$ cat src/rtl/debug_pkg.sv
// Shared constants, FSM encoding and request-select codes for the MIPS debug read-back path.
package debug_pkg;

    localparam logic [5:0]  IDLE_SELECT = 6'b11_1111;
    localparam logic [31:0] EOD_MARKER  = 32'hFFFF_FFFF;

    typedef enum logic [2:0] {
        ST_IDLE,
        ST_ISSUE,
        ST_WAIT,
        ST_PRESENT,
        ST_EOD
    } seq_state_e;

    // Pipeline sources live in the 1_xxxxx half; registers 0..31 occupy 0_xxxxx.
    typedef enum logic [5:0] {
        SEL_MEM_DATA     = 6'b100000,
        SEL_MEM_INSTR    = 6'b100001,
        SEL_PC           = 6'b100010,
        SEL_FETCH_DATA   = 6'b100100,
        SEL_FETCH_CTRL   = 6'b100101,
        SEL_DECODE_DATA  = 6'b100110,
        SEL_DECODE_CTRL  = 6'b100111,
        SEL_EXECUTE_DATA = 6'b101000,
        SEL_EXECUTE_CTRL = 6'b101001,
        SEL_MEMST_DATA   = 6'b101010,
        SEL_MEMST_CTRL   = 6'b101011
    } debug_select_e;

    function automatic logic is_register_select(input logic [5:0] sel);
        return ~sel[5];
    endfunction

    function automatic logic [5:0] register_select(input logic [4:0] reg_num);
        return {1'b0, reg_num};
    endfunction

endpackage

$ cat src/rtl/debug_ack_watchdog.sv
// Ack watchdog: counts cycles a frame sits unacknowledged and flags expiry for one cycle.
module debug_ack_watchdog #(
    parameter int TIMEOUT_CYCLES = 1024
) (
    input  logic i_clock,
    input  logic i_reset,
    input  logic i_run,
    input  logic i_clear,
    output logic o_expired
);

    localparam int NB_CNT = $clog2(TIMEOUT_CYCLES);

    logic [NB_CNT-1:0] cnt_q;
    logic [NB_CNT-1:0] cnt_d;

    // Expiry lands in the TIMEOUT_CYCLES-th consecutive unacknowledged cycle.
    assign o_expired = i_run && !i_clear && (cnt_q == NB_CNT'(TIMEOUT_CYCLES - 1));

    always_comb begin
        cnt_d = cnt_q + NB_CNT'(1);
        if (!i_run || i_clear || o_expired) begin
            cnt_d = '0;
        end
    end

    always_ff @(posedge i_clock) begin
        if (i_reset) begin
            cnt_q <= '0;
        end else begin
            cnt_q <= cnt_d;
        end
    end

endmodule

$ cat src/rtl/debug_readback_sequencer.sv
// Walks a debug source word by word and hands each word to the MicroBlaze, closing with an EOD frame.
// Optional ack watchdog enabled by defining DEBUG_SEQ_TIMEOUT_EN.
module debug_readback_sequencer
    import debug_pkg::*;
#(
    parameter int NB_FRAME       = 32,
    parameter int NB_SELECT      = 6,
    parameter int NB_WORD_CNT    = 5,
    parameter int READ_LATENCY   = 1,
    parameter int TIMEOUT_CYCLES = 1024
) (
    input  logic                   i_clock,
    input  logic                   i_reset,
    input  logic                   i_request,
    input  logic [NB_SELECT-1:0]   i_select,
    input  logic [NB_WORD_CNT-1:0] i_word_count,
    output logic [NB_SELECT-1:0]   o_select,
    output logic                   o_rd_en,
    output logic [NB_WORD_CNT-1:0] o_word_idx,
    input  logic [NB_FRAME-1:0]    i_src_data,
    output logic [NB_FRAME-1:0]    o_frame,
    output logic                   o_frame_valid,
    input  logic                   i_frame_ack,
    output logic                   o_eod,
    output logic                   o_busy,
    output logic                   o_req_dropped,
    output logic                   o_timeout
);

    localparam int                    NB_LAT    = 3;
    localparam logic [NB_SELECT-1:0]  IDLE_SEL  = NB_SELECT'(IDLE_SELECT);
    localparam logic [NB_FRAME-1:0]   EOD_FRAME = NB_FRAME'(EOD_MARKER);

    if (READ_LATENCY < 1 || READ_LATENCY > 4) begin : g_bad_latency
        $error("READ_LATENCY must be within 1..4");
    end
    if (TIMEOUT_CYCLES < 2) begin : g_bad_timeout
        $error("TIMEOUT_CYCLES must be at least 2");
    end

    seq_state_e             state_q, state_d;
    logic [NB_SELECT-1:0]   select_q, select_d;
    logic [NB_WORD_CNT-1:0] count_q, count_d;
    logic [NB_WORD_CNT-1:0] idx_q, idx_d;
    logic [NB_LAT-1:0]      lat_q, lat_d;
    logic [NB_FRAME-1:0]    frame_q, frame_d;
    logic                   rd_en_q, rd_en_d;
    logic                   valid_q, valid_d;
    logic                   eod_q, eod_d;
    logic                   busy_q, busy_d;
    logic                   dropped_q, dropped_d;
    logic                   timeout_q, timeout_d;

    logic lat_done;
    logic last_word;
    logic wd_expired;

    assign lat_done  = (lat_q == NB_LAT'(1));
    assign last_word = (idx_q == count_q - NB_WORD_CNT'(1));

`ifdef DEBUG_SEQ_TIMEOUT_EN
    debug_ack_watchdog #(
        .TIMEOUT_CYCLES (TIMEOUT_CYCLES)
    ) u_ack_watchdog (
        .i_clock   (i_clock),
        .i_reset   (i_reset),
        .i_run     (valid_q),
        .i_clear   (i_frame_ack),
        .o_expired (wd_expired)
    );
`else
    assign wd_expired = 1'b0;
`endif

    // NOTE: registers use non-blocking assignments so every flop samples pre-edge values.
    always_ff @(posedge i_clock) begin
        if (i_reset) begin
            state_q   <= ST_IDLE;
            select_q  <= IDLE_SEL;
            count_q   <= '0;
            idx_q     <= '0;
            lat_q     <= '0;
            frame_q   <= '0;
            rd_en_q   <= 1'b0;
            valid_q   <= 1'b0;
            eod_q     <= 1'b0;
            busy_q    <= 1'b0;
            dropped_q <= 1'b0;
            timeout_q <= 1'b0;
        end else begin
            state_q   <= state_d;
            select_q  <= select_d;
            count_q   <= count_d;
            idx_q     <= idx_d;
            lat_q     <= lat_d;
            frame_q   <= frame_d;
            rd_en_q   <= rd_en_d;
            valid_q   <= valid_d;
            eod_q     <= eod_d;
            busy_q    <= busy_d;
            dropped_q <= dropped_d;
            timeout_q <= timeout_d;
        end
    end

    // NOTE: every combinational output gets a default first, so no path can infer a latch.
    always_comb begin
        state_d = state_q;
        unique case (state_q)
            ST_IDLE: begin
                if (i_request) begin
                    state_d = (i_word_count != '0) ? ST_ISSUE : ST_EOD;
                end
            end
            ST_ISSUE: state_d = ST_WAIT;
            ST_WAIT: begin
                if (lat_done) begin
                    state_d = ST_PRESENT;
                end
            end
            ST_PRESENT: begin
                if (i_frame_ack) begin
                    state_d = last_word ? ST_EOD : ST_ISSUE;
                end else if (wd_expired) begin
                    state_d = ST_EOD;
                end
            end
            ST_EOD: begin
                if (i_frame_ack || wd_expired) begin
                    state_d = ST_IDLE;
                end
            end
            default: state_d = ST_IDLE;
        endcase
    end

    always_comb begin
        select_d  = select_q;
        count_d   = count_q;
        idx_d     = idx_q;
        lat_d     = lat_q;
        frame_d   = frame_q;
        dropped_d = i_request && busy_q;
        timeout_d = wd_expired;

        unique case (state_q)
            ST_IDLE: begin
                if (i_request) begin
                    select_d = i_select;
                    count_d  = i_word_count;
                    idx_d    = '0;
                end
            end
            ST_ISSUE: lat_d = NB_LAT'(READ_LATENCY);
            ST_WAIT: begin
                lat_d = lat_q - NB_LAT'(1);
                if (lat_done) begin
                    frame_d = i_src_data;
                end
            end
            ST_PRESENT: begin
                if (i_frame_ack && !last_word) begin
                    idx_d = idx_q + NB_WORD_CNT'(1);
                end
            end
            ST_EOD: begin
                if (state_d == ST_IDLE) begin
                    select_d = IDLE_SEL;
                end
            end
            default: ;
        endcase

        // A timed-out data frame is replaced by the marker on the way into EOD.
        if (state_d == ST_EOD) begin
            frame_d = EOD_FRAME;
        end

        rd_en_d = (state_d == ST_ISSUE);
        valid_d = (state_d == ST_PRESENT) || (state_d == ST_EOD);
        eod_d   = (state_d == ST_EOD);
        busy_d  = (state_d != ST_IDLE);
    end

    assign o_select      = select_q;
    assign o_rd_en       = rd_en_q;
    assign o_word_idx    = idx_q;
    assign o_frame       = frame_q;
    assign o_frame_valid = valid_q;
    assign o_eod         = eod_q;
    assign o_busy        = busy_q;
    assign o_req_dropped = dropped_q;
    assign o_timeout     = timeout_q;

endmodule

$ cat config.mk
export PLATFORM = sky130hd
export DESIGN_NAME = debug_readback_sequencer
export DESIGN_NICKNAME = d
export VERILOG_FILES = /design/src/rtl/debug_pkg.sv /design/src/rtl/debug_ack_watchdog.sv /design/src/rtl/debug_readback_sequencer.sv
export SDC_FILE = /design/constraint.sdc
export NUM_CORES = 1
export LEC_CHECK = 0
export CORE_MARGIN = 2
export CORE_UTILIZATION = 40
export DETAILED_ROUTE_END_ITERATION = 6
export GPL_ROUTABILITY_DRIVEN = 0
export MAX_ROUTING_LAYER = met4
export PLACE_DENSITY = 0.74
export SYNTH_ARGS = -nofsm -noshare
export SYNTH_HDL_FRONTEND = slang
export SYNTH_SLANG_ARGS = --single-unit
$ cat constraint.sdc
create_clock -name i_clock -period 4 [get_ports i_clock]
set_input_delay 0.4 -clock i_clock [delete_from_list [all_inputs] [get_ports i_clock]]
set_output_delay 0.4 -clock i_clock [all_outputs]
set_load 0.02 [all_outputs]
======== Word level (Yosys, flattened, before mapping) ========
Index checks and enable logic that the tools add are counted.
storage, ports and cells
  bits in read-only memories .............. 0
  memories kept ........................... 0
  bits in latches ......................... 0
  register bits ........................... 59
  logic and storage cells ................. 60
  RAM bits ................................ 0
cells by class
  order comparisons ....................... 0
  multiply operators ...................... 0
  add/sub/neg operators ................... 3
  shifts and indexed selects .............. 0
  equal/unequal tests ..................... 12
  divide/modulo/power cells ............... 0
  multiplexer cells ....................... 17
  reduce and logical (&&, ||, !) cells .... 17
  bitwise gates (word level) .............. 0
operator list
  kind                                                                count
  32-bit two-way mux                                                  3
  3-bit two-way mux                                                   6
  3-bit one-hot mux with 5 select lines                               1
  6-bit two-way mux                                                   2
  6-bit one-hot mux with 2 select lines                               1
  5-bit two-way mux                                                   2
  5-bit one-hot mux with 2 select lines                               1
  2-bit nonzero test                                                  5
  3-bit by 1-bit == test with 1-bit output, second input constant     3
  3-bit by 2-bit == test with 1-bit output, second input constant     3
  3-bit == test, second input constant                                2
  3-bit logical NOT                                                   2
  2-bit inequality test, second input constant                        3
  3-bit one-hot mux with 2 select lines                               1
  3-bit AND reduction                                                 2
  5-bit by 1-bit adder with 5-bit output, second input constant       1
  5-bit == test                                                       1
  5-bit nonzero test                                                  1
  5-bit by 1-bit subtractor with 5-bit output, second input constant  1
  2-bit AND reduction                                                 2
  3-bit nonzero test                                                  1
  3-bit by 1-bit subtractor with 3-bit output, second input constant  1
  1-bit logical AND                                                   2
  1-bit logical NOT                                                   1
  1-bit logical OR                                                    1

======== Depth between registers and ports, before layout ========
Gate-level depths: netlist of the first run.
  word-level depth ........................ 8
  gate-level depth with buffers ........... 8
  mapped depth without buffers ............ 7

======== Least setup slack after synthesis of the first run ========
Ideal clock, no wire load.
  kind .................................... reg-to-reg
  start ................................... reg count_q[0]
  end ..................................... reg valid_q (netlist: o_frame_valid)
  period minus slack after synthesis ...... 1.869 ns
  data arrival time ....................... 1.735 ns
  stages on the path, launching flop included .. 9
  setup slack ............................. 2.131 ns
  setup time .............................. 0.134 ns
  required time ........................... 3.866 ns
  buffers on the path ..................... 1
  path through ............................ dfxtp_1 -> inv_1 -> ha_1 -> nand3b_1 -> a21boi_1 -> o311a_2 -> a31oi_4 -> buf_6 -> a31oi_1
between the ends
  cells in the longest elaborated chain, start to end .. 7
  elaborated cells between the ends (all ways) .. 8
  classes of those cells .................. add/sub: 1; eq/ne: 3; mux: 3; reduce/logical: 1
RTL lines
  what                                                                       RTL line                         text
  from (decl)                                                                debug_readback_sequencer.sv:43   logic [NB_WORD_CNT-1:0] count_q, count_d;
  from (signal assigned)                                                     debug_readback_sequencer.sv:93   count_q <= count_d;
  5-bit by 1-bit subtractor with 5-bit output (*)                            debug_readback_sequencer.sv:59   assign last_word = (idx_q == count_q - NB_WORD_CNT'(1));
  5-bit == test (*)                                                          debug_readback_sequencer.sv:59
  3-bit two-way mux (*)                                                      debug_readback_sequencer.sv:123  state_d = last_word ? ST_EOD : ST_ISSUE;
  3-bit two-way mux (*)                                                      debug_readback_sequencer.sv:122  if (i_frame_ack) begin
  3-bit one-hot mux with 5 select lines (*)                                  debug_readback_sequencer.sv:109  unique case (state_q)
  3-bit by 2-bit == test with 1-bit output or 3-bit == test (tied branches)  debug_readback_sequencer.sv:180  valid_d = (state_d == ST_PRESENT) || (state_d == ST_EOD);
  1-bit logical OR (*)                                                       debug_readback_sequencer.sv:180
  to (signal assigned)                                                       debug_readback_sequencer.sv:98   valid_q <= valid_d;
  to (decl)                                                                  debug_readback_sequencer.sv:48   logic valid_q, valid_d;
Every way passes the cells marked *; elsewhere a longest branch is shown, timed or not.
A chain may end at the register's enable or synchronous reset.

======== Worst setup path after layout of the first run ========
  start ................................... reg count_q[0]
  end ..................................... reg rd_en_q (netlist: o_rd_en)
between the ends
  cells in the longest elaborated chain, start to end .. 6
RTL lines
  what                                         RTL line                         text
  5-bit by 1-bit subtractor with 5-bit output  debug_readback_sequencer.sv:59
  5-bit == test                                debug_readback_sequencer.sv:59
  3-bit two-way mux                            debug_readback_sequencer.sv:123
  3-bit two-way mux                            debug_readback_sequencer.sv:122
  3-bit one-hot mux with 5 select lines        debug_readback_sequencer.sv:109
  3-bit by 1-bit == test with 1-bit output     debug_readback_sequencer.sv:179  rd_en_d = (state_d == ST_ISSUE);
  to (signal assigned)                         debug_readback_sequencer.sv:97   rd_en_q <= rd_en_d;
  to (decl)                                    debug_readback_sequencer.sv:47   logic rd_en_q, rd_en_d;
Every way passes these cells.

==> summary.md, run 1 <==
| Metric | Value |
|---|---|
| Yosys cell types | 48 |
| Largest family of logic cells by synthesized area | simple AND/OR/NAND/NOR gates |
| Post-synthesis simple-gate area fraction | 0.247 |
| Num CTS Buffers | 9 |
| Avg Inst Size Synth | 8.40 um^2 |
| Clock skew | 0.00937 ns |
| DP HPWL | 4300 um |
| Area Overhead vs Synth | 43.8% |
| Startpoint types | flip-flop |
| Vias/cell | 5.24 |
| CTS Buffer Depth | 2 |
| Post-synth EDFFs | 0 |
| Adder-cell area share of the yosys netlist | 0.0197 |
| Max Freq | 391 MHz |
| Yosys warns | 0 |
| TritonCTS clock tree | built |
| Total chip power | 0.00141 W |
| Layout cells sized above 1 | 0.0638 |
| Critical Path End Type | flip-flop |
| Clk sink count | 59 |
| I/O pin count | 96 |
| DIE HEIGHT | 83.8 um |
| Initial core utilization | 0.408 |
| Die W | 83.8 um |
| Seq pwr share | 0.456 |
| Rows | 29 |
| Clock Latency Late Sink | 0.33 ns |
| Antenna viol nets, final | 0 |
| CTS root buf | clkbuf_8 |
| Post-CTS setup buffer count | 0 |
| Reg clk slew, reported paths | 0.07 ns |
| Slew of the pin with the lowest slew margin | 1.10 ns |
| Initial antenna violation count | 0 |
| Register bit total from synthesis | 59 |
| First-pass detailed-route iteration total | 4 |
| Setup TNS | 0 ns |
| Clock power share | 0.371 |
| First-pass GRT wire length | 10600 um |
| CP Class | flip-flop to flip-flop |
| Internal power | 0.00103 W |
| Post-Synthesis Cells | 303 |
| Compound-gate portion of the synthesized area | 0.176 |
| Initial DRC count | 133 |
| Vias in the first global route | 2292 |
| Crit path time final | 2.56 ns |
| Leak pwr | 1.29 nW |
| Worst EP required | 4.24 ns |
| Comb pwr share | 0.174 |
| Total GRT Usage | 0.190 |
| Sequential fraction of the synthesis area | 0.464 |
| Largest net degree at the start of global routing | 64 |
| Crit path DAT | 2.80 ns |
| Layout filler cell count | 547 |
| Max transition margin | 0.267 |
| Hold Violations, Final | 0 |
| Net Sw Frac | 0.274 |
| Antenna diodes | 0 |
| Placeable core area | 6240 um^2 |
| CTS Hold Bufs | 0 |
| Number of max-cap violations | 0 |
| Synthesized cell area | 2550 um^2 |
| Number of H-tree levels | 3 |
| Nets | 438 |
| Mapped Nets | 354 |
| FFs w/ async S/R, synth | 0 |
| Fin crit share | 0.640 |
| Post-Synth XOR/XNOR Area | 0.0206 |
| Post-synthesis mux area share | 0.0162 |
| Final wirelength | 6490 um |
| Final setup fails | 0 |
| Vias | 2458 |
| Grt total ovfl | 0 |
| Cell Pwr Density | 386 nW/um^2 |
| RSZ-0062 raised after global routing | false |
| Port-buffer cells | 94 |
| Cts repair resizes | 0 |
| WL/cell | 13.8 um |
| Status | completed |
| Crit Path Max Fanout | 37 |
| Hold crit path type | flip-flop to flip-flop |
| DR DRC count | 0 |
| Prevailing post-synth register cell | dfxtp_1 |
| Worst vdd ir | 0.197 mV |
| Die area | 7020 um^2 |
| Slew Viols, Final | 0 |
| Psw | 0.000387 W |
registers in the layout (all words and copies together), names as in the netlist:
name           cells
count_q            5
o_req_dropped      1
o_rd_en            1
lat_q              3
o_frame_valid      1
o_word_idx         5
o_busy             1
o_frame           32
state_q            3
o_select           6
o_eod              1
critical path: stages (launching register included):
cell and delay (ns):
dfxtp_1 0.39, inv_1 0.07, ha_1 0.24, nand3b_1 0.10, a21boi_1 0.09, o311a_2 0.44
a31oi_4 0.82, nor4b_4 0.33
path summary, 6_finish.rpt:
check / startpoint / end / slack [ns] / cells past startpoint
setup / recovery: count_q[0] / o_rd_en / 1.44 / 7
hold reg to reg: o_busy / o_req_dropped / 0.47 / 2
hold / removal: o_busy / o_req_dropped / 0.47 / 2
setup reg to reg: count_q[0] / o_rd_en / 1.44 / 7
layout by cell type, fill, tap and decap left out, drive strengths merged, types with 3 or more instances in the layout:
master,n
nor3,4
a21oi,10
or3,4
xnor2,3
nor2,15
ha,4
inv,6
o22ai,6
nand2b,9
o21ai,3
nand4,3
clkbuf,9
clkinv,4
a31oi,35
mux2i,3
clkdlybuf4s50,93
nand3b,3
dfxtp,59
nand2,83
xor2,3
logic make-up (layout without fill, tap and decap cells):
kind of cell / after synthesis / in the layout
adder cells (fa/ha/maj): 4 / 4
AND/OR/NAND/NOR: 134 / 134
multiplexers: 4 / 4
flip-flops: 59 / 59
XOR/XNOR: 6 / 6
buffers and inverters: 28 / 117
AO/OA/AOI/OAI: 67 / 67
other: 1 / 1
routing by layer:
| metal | track usage | vias up | part of all wire |
|---|---|---|---|
| met5 | - | - | 0 |
| met4 | 0.0792 | 0 | 0.017 |
| met3 | 0.0366 | 12 | 0.042 |
| met2 | 0.309 | 66 | 0.49 |
| met1 | 0.232 | 1159 | 0.45 |
| li1 | - | 1221 | - |
layout make-up:
class | count | area (um^2) | share of cell area
Multi-Input combinational cell | 216 | 1230 | 0.335
Sequential cell | 59 | 1180 | 0.323
Timing Repair Buffer | 95 | 943 | 0.258
Tap cell | 77 | 96.3 | 0.0263
Inverter | 6 | 22.5 | 0.00615
Clock inverter | 7 | 68.8 | 0.0188
Clock buffer | 9 | 124 | 0.0338
synth_stat cells, types with 2 or more instances:
cell type | instances | area share
nor2b_1 | 2 | 0.0049
a21oi_1 | 9 | 0.018
dfxtp_1 | 59 | 0.46
a211oi_1 | 2 | 0.0059
nor3_1 | 4 | 0.0079
o22ai_1 | 6 | 0.015
nand3b_1 | 3 | 0.0088
ha_1 | 4 | 0.020
buf_4 | 2 | 0.0059
xor2_1 | 3 | 0.010
mux2i_1 | 3 | 0.012
o21ai_0 | 3 | 0.0059
or3_1 | 4 | 0.0098
buf_2 | 3 | 0.0059
nand4_1 | 3 | 0.0074
clkbuf_1 | 13 | 0.019
nor2_1 | 15 | 0.022
a31oi_1 | 34 | 0.084
nand2_1 | 83 | 0.12
buf_6 | 3 | 0.013
xnor2_1 | 3 | 0.010
nand3_1 | 2 | 0.0039
inv_1 | 6 | 0.0088
o31ai_1 | 2 | 0.0059
nand2b_1 | 9 | 0.022
power groups by stage:
stage          clock network (W)  logic [W]  registers, W
3_5_place_dp                   0   0.000244      0.000656
6_report                0.000524   0.000245      0.000644
2_1_floorplan                  0   0.000118      0.000673
3_3_place_gp                   0   0.000240      0.000655
4_1_cts                 0.000536   0.000246      0.000644
5_1_grt                 0.000561   0.000267      0.000648
stage by stage:
stage | area, um^2 | std cells | hold WS (ns) | setup WS (ns) | utilization
2_1_floorplan | 2550 | 303 | 0.448 | 2.13 | -
3_3_place_gp | 3470 | 453 | 0.457 | 1.33 | 0.556
6_report | 3660 | 469 | 0.473 | 1.44 | 0.587
5_1_grt | 3660 | 469 | 0.499 | 1.28 | 0.587
4_1_cts | 3660 | 469 | 0.473 | 1.47 | 0.587
3_5_place_dp | 3470 | 453 | 0.463 | 1.32 | 0.556
No activity file was read; power rests on OpenSTA's default activity.
==> run 2, diff against run 1 <==
--- a/config.mk
+++ b/config.mk
@@ -10,7 +10,7 @@
 export DETAILED_ROUTE_END_ITERATION = 6
 export GPL_ROUTABILITY_DRIVEN = 0
 export MAX_ROUTING_LAYER = met4
-export PLACE_DENSITY = 0.74
+export PLACE_DENSITY = 0.77
 export SYNTH_ARGS = -nofsm -noshare
 export SYNTH_HDL_FRONTEND = slang
 export SYNTH_SLANG_ARGS = --single-unit
==> constraint.sdc (replaced) <==
create_clock -name i_clock -period 2.2 [get_ports i_clock]
set_input_delay 0.22 -clock i_clock [delete_from_list [all_inputs] [get_ports i_clock]]
set_output_delay 0.22 -clock i_clock [all_outputs]
set_load 0.02 [all_outputs]
==> summary.md, run 2 (synthesis gave the netlist of run 1 again) <==
| Metric | Value |
|---|---|
| Status | completed (unchanged) |
| CTS Buffer Depth | 2 (unchanged) |
| Register-to-register setup slack | 0.14 ns (was 1.44 ns) |
| Placed Cells | 470 (was 453) |
| Crit path time final | 2.06 ns (was 2.56 ns) |
| Hold path depth | 2 (unchanged) |
| Cell family with most CP delay | compound AO/OA/AOI/OAI gates (unchanged) |
| Number of max-cap violations | 0 (unchanged) |
| CP max-delay cell | a31oi_4 (unchanged) |
| Layout cells sized above 1 | 0.110 (was 0.0638) |
| Slew Viols, Final | 0 (unchanged) |
| Largest net degree at the start of global routing | 34 (was 64) |
| Min Hold Slack | 0.353 ns (was 0.473 ns) |
| Leak pwr | 1.41 nW (was 1.29 nW) |
| Max transition margin | 0.596 (was 0.267) |
| Final wirelength | 7050 um (was 6490 um) |
| Reg clk slew, reported paths | 0.07 ns (about the same) |
| GRT Max-Usage Layer | met2 (unchanged) |
| Nets | 457 (was 438) |
| First-pass detailed-route iteration total | 4 (unchanged) |
| Port-buffer cells | 94 (unchanged) |
| DP HPWL | 4760 um (was 4300 um) |
| Most frequent cells in the layout | clkdlybuf4s50_1 (93), nand2_1 (83), dfxtp_1 (59), a31oi_1 (34), buf_4 (18) (was clkdlybuf4s50_1 (93), nand2_1 (83), dfxtp_1 (59), a31oi_1 (34), nor2_1 (15)) |
| Worst R2R Path Depth | 7 (unchanged) |
| Clock Latency Late Sink | 0.33 ns (about the same) |
| Antenna diodes | 0 (unchanged) |
| Vias/cell | 5.25 (was 5.24) |
| R2R Path End | o_frame[28] (was o_rd_en) |
| Hold Path Origin | i_reset (was o_busy) |
| Final setup fails | 0 (unchanged) |
| CTS Hold Bufs | 0 (unchanged) |
| Clock skew | 0.00871 ns (was 0.00937 ns) |
| Worst EP required | 2.39 ns (was 4.24 ns) |
| Most common cell after layout, fill and taps aside | clkdlybuf4s50_1 (unchanged) |
| Hold endpoint | state_q[0] (was o_req_dropped) |
| Area Overhead vs Synth | 52.2% (was 43.8%) |
| Vias | 2556 (was 2458) |
| Setup TNS | 0 ns (unchanged) |
| CP bufs+invs | 1 (unchanged) |
| RSZ-0062 raised after global routing | false (unchanged) |
| Critical Path End Type | flip-flop (unchanged) |
| DIE HEIGHT | 83.8 um (unchanged) |
| DR DRC count | 0 (unchanged) |
| CP cell instances | inv_1, ha_1, xor2_1, nor2_1, o311a_2, a31oi_4, a31oi_1 (was inv_1, ha_1, nand3b_1, a21boi_1, o311a_2, a31oi_4, nor4b_4) |
| Max incr delay on CP | 0.48 ns (was 0.82 ns) |
| Total GRT Usage | 0.209 (was 0.190) |
| Crit Path Max Fanout | 18 (was 37) |
| Startpoint types | flip-flop (unchanged) |
| First-pass GRT wire length | 11500 um (was 10600 um) |
| TritonCTS clock tree | built (unchanged) |
| Met2 usage | 0.346 (was 0.309) |
| R2R Path Start | count_q[0] (unchanged) |
| Die W | 83.8 um (unchanged) |
| Initial antenna violation count | 0 (unchanged) |
| Cell Pwr Density | 709 nW/um^2 (was 386 nW/um^2) |
| Initial core utilization | 0.408 (unchanged) |
| Number of H-tree levels | 3 (unchanged) |
| Grt total ovfl | 0 (unchanged) |
| Slew of the pin with the lowest slew margin | 0.603 ns (was 1.10 ns) |
| CP Class | flip-flop to flip-flop (unchanged) |
| Number of flip-flops under the largest register name | 32 (unchanged) |
| Worst vdd ir | 0.449 mV (was 0.197 mV) |
| Num CTS Buffers | 9 (unchanged) |
| Initial DRC count | 177 (was 133) |
| Fin crit share | 0.937 (was 0.640) |
| Vias in the first global route | 2500 (was 2292) |
| I/O pin count | 96 (unchanged) |
| Clk sink count | 59 (unchanged) |
| Max Freq | 485 MHz (was 391 MHz) |
| Crit path DAT | 2.25 ns (was 2.80 ns) |
| Layout filler cell count | 510 (was 547) |
| Rows | 29 (unchanged) |
| Placeable core area | 6240 um^2 (unchanged) |
| GR Layer Usage met3 | 0.0554 (was 0.0366) |
| Post-layout util | 0.621 (was 0.587) |
| GRT met1 Usage | 0.241 (was 0.232) |
| WL/cell | 14.5 um (was 13.8 um) |
| Hold Violations, Final | 0 (unchanged) |
| CTS root buf | clkbuf_8 (unchanged) |
| Antenna viol nets, final | 0 (unchanged) |
| Hold crit path type | input port to flip-flop (was flip-flop to flip-flop) |
| Final Non-Filler Cells | 487 (was 469) |
| Die area | 7020 um^2 (unchanged) |
## run 2: worst max path at each step
| stage | start | endpoint | slack, ns | cells past startpoint |
|---|---|---|---|---|
| floorplan | count_q[0] | o_frame_valid | 0.33 | 8 |
| global placement | count_q[0] | o_rd_en | -0.14 | 7 |
| detailed placement | count_q[0] | o_rd_en | -0.23 | 7 |
| CTS | count_q[0] | o_rd_en | 0.02 | 7 |
| global route | count_q[1] | o_frame[16] | 0.008 | 7 |
| finish | count_q[0] | o_frame[28] | 0.14 | 7 |
## run 2: through the flow
stage / setup slack [ns] / instance area, um^2 / power (W)
6_report: 0.140 / 3880 / 0.00275
5_1_grt: 0.00846 / 3880 / 0.00288
4_1_cts: 0.0229 / 3840 / 0.00278
3_5_place_dp: -0.233 / 3600 / 0.00167
3_3_place_gp: -0.137 / 3600 / 0.00166
2_1_floorplan: 0.331 / 2550 / 0.00144
## run 2: timing repair
| action | 4_1_cts | 5_1_grt |
|---|---|---|
| hold endpoints to repair | 0 | 0 |
| pin swaps | 1 | 1 |
| setup endpoints to repair | 37 | 8 |
| setup buffers | 0 | 1 |
| gates cloned | 1 | 0 |
| gates resized for setup | 1 | 2 |
## run 2: cell type report
class | instances | area [um^2] | area share
multi-input combinational | 217 | 1260 | 0.325
sequential | 59 | 1180 | 0.305
inverter | 6 | 22.5 | 0.00581
timing repair buffer | 113 | 1090 | 0.281
clock inverter | 4 | 73.8 | 0.0190
tap | 77 | 96.3 | 0.0249
clock buffer | 11 | 151 | 0.0391
## run 2: per-layer routing
layer	share of wire	vias to the layer above	wire length, um
met1	0.42	1195	2960
met2	0.51	89	3630
met3	0.047	12	333
met4	0.018	0	127
li1	-	1260	-
met5	0	-	0
## run 2: report_power, final
part | total (W) | internal [W] | leakage, nW | switching (W)
logic | 0.000487 | 0.000246 | 0.813 | 0.000241
registers | 0.00117 | 0.00112 | 0.480 | 0.0000413
clock network | 0.00110 | 0.000693 | 0.115 | 0.000402
total | 0.00275 | 0.00206 | 1.41 | 0.000685
## run 2: worst register-to-register path: stages, from the launching register on
cell and delay (ns):
dfxtp_1 0.33, inv_1 0.05, ha_1 0.25, xor2_1 0.16, nor2_1 0.08, o311a_2 0.42
a31oi_4 0.48, a31oi_1 0.15
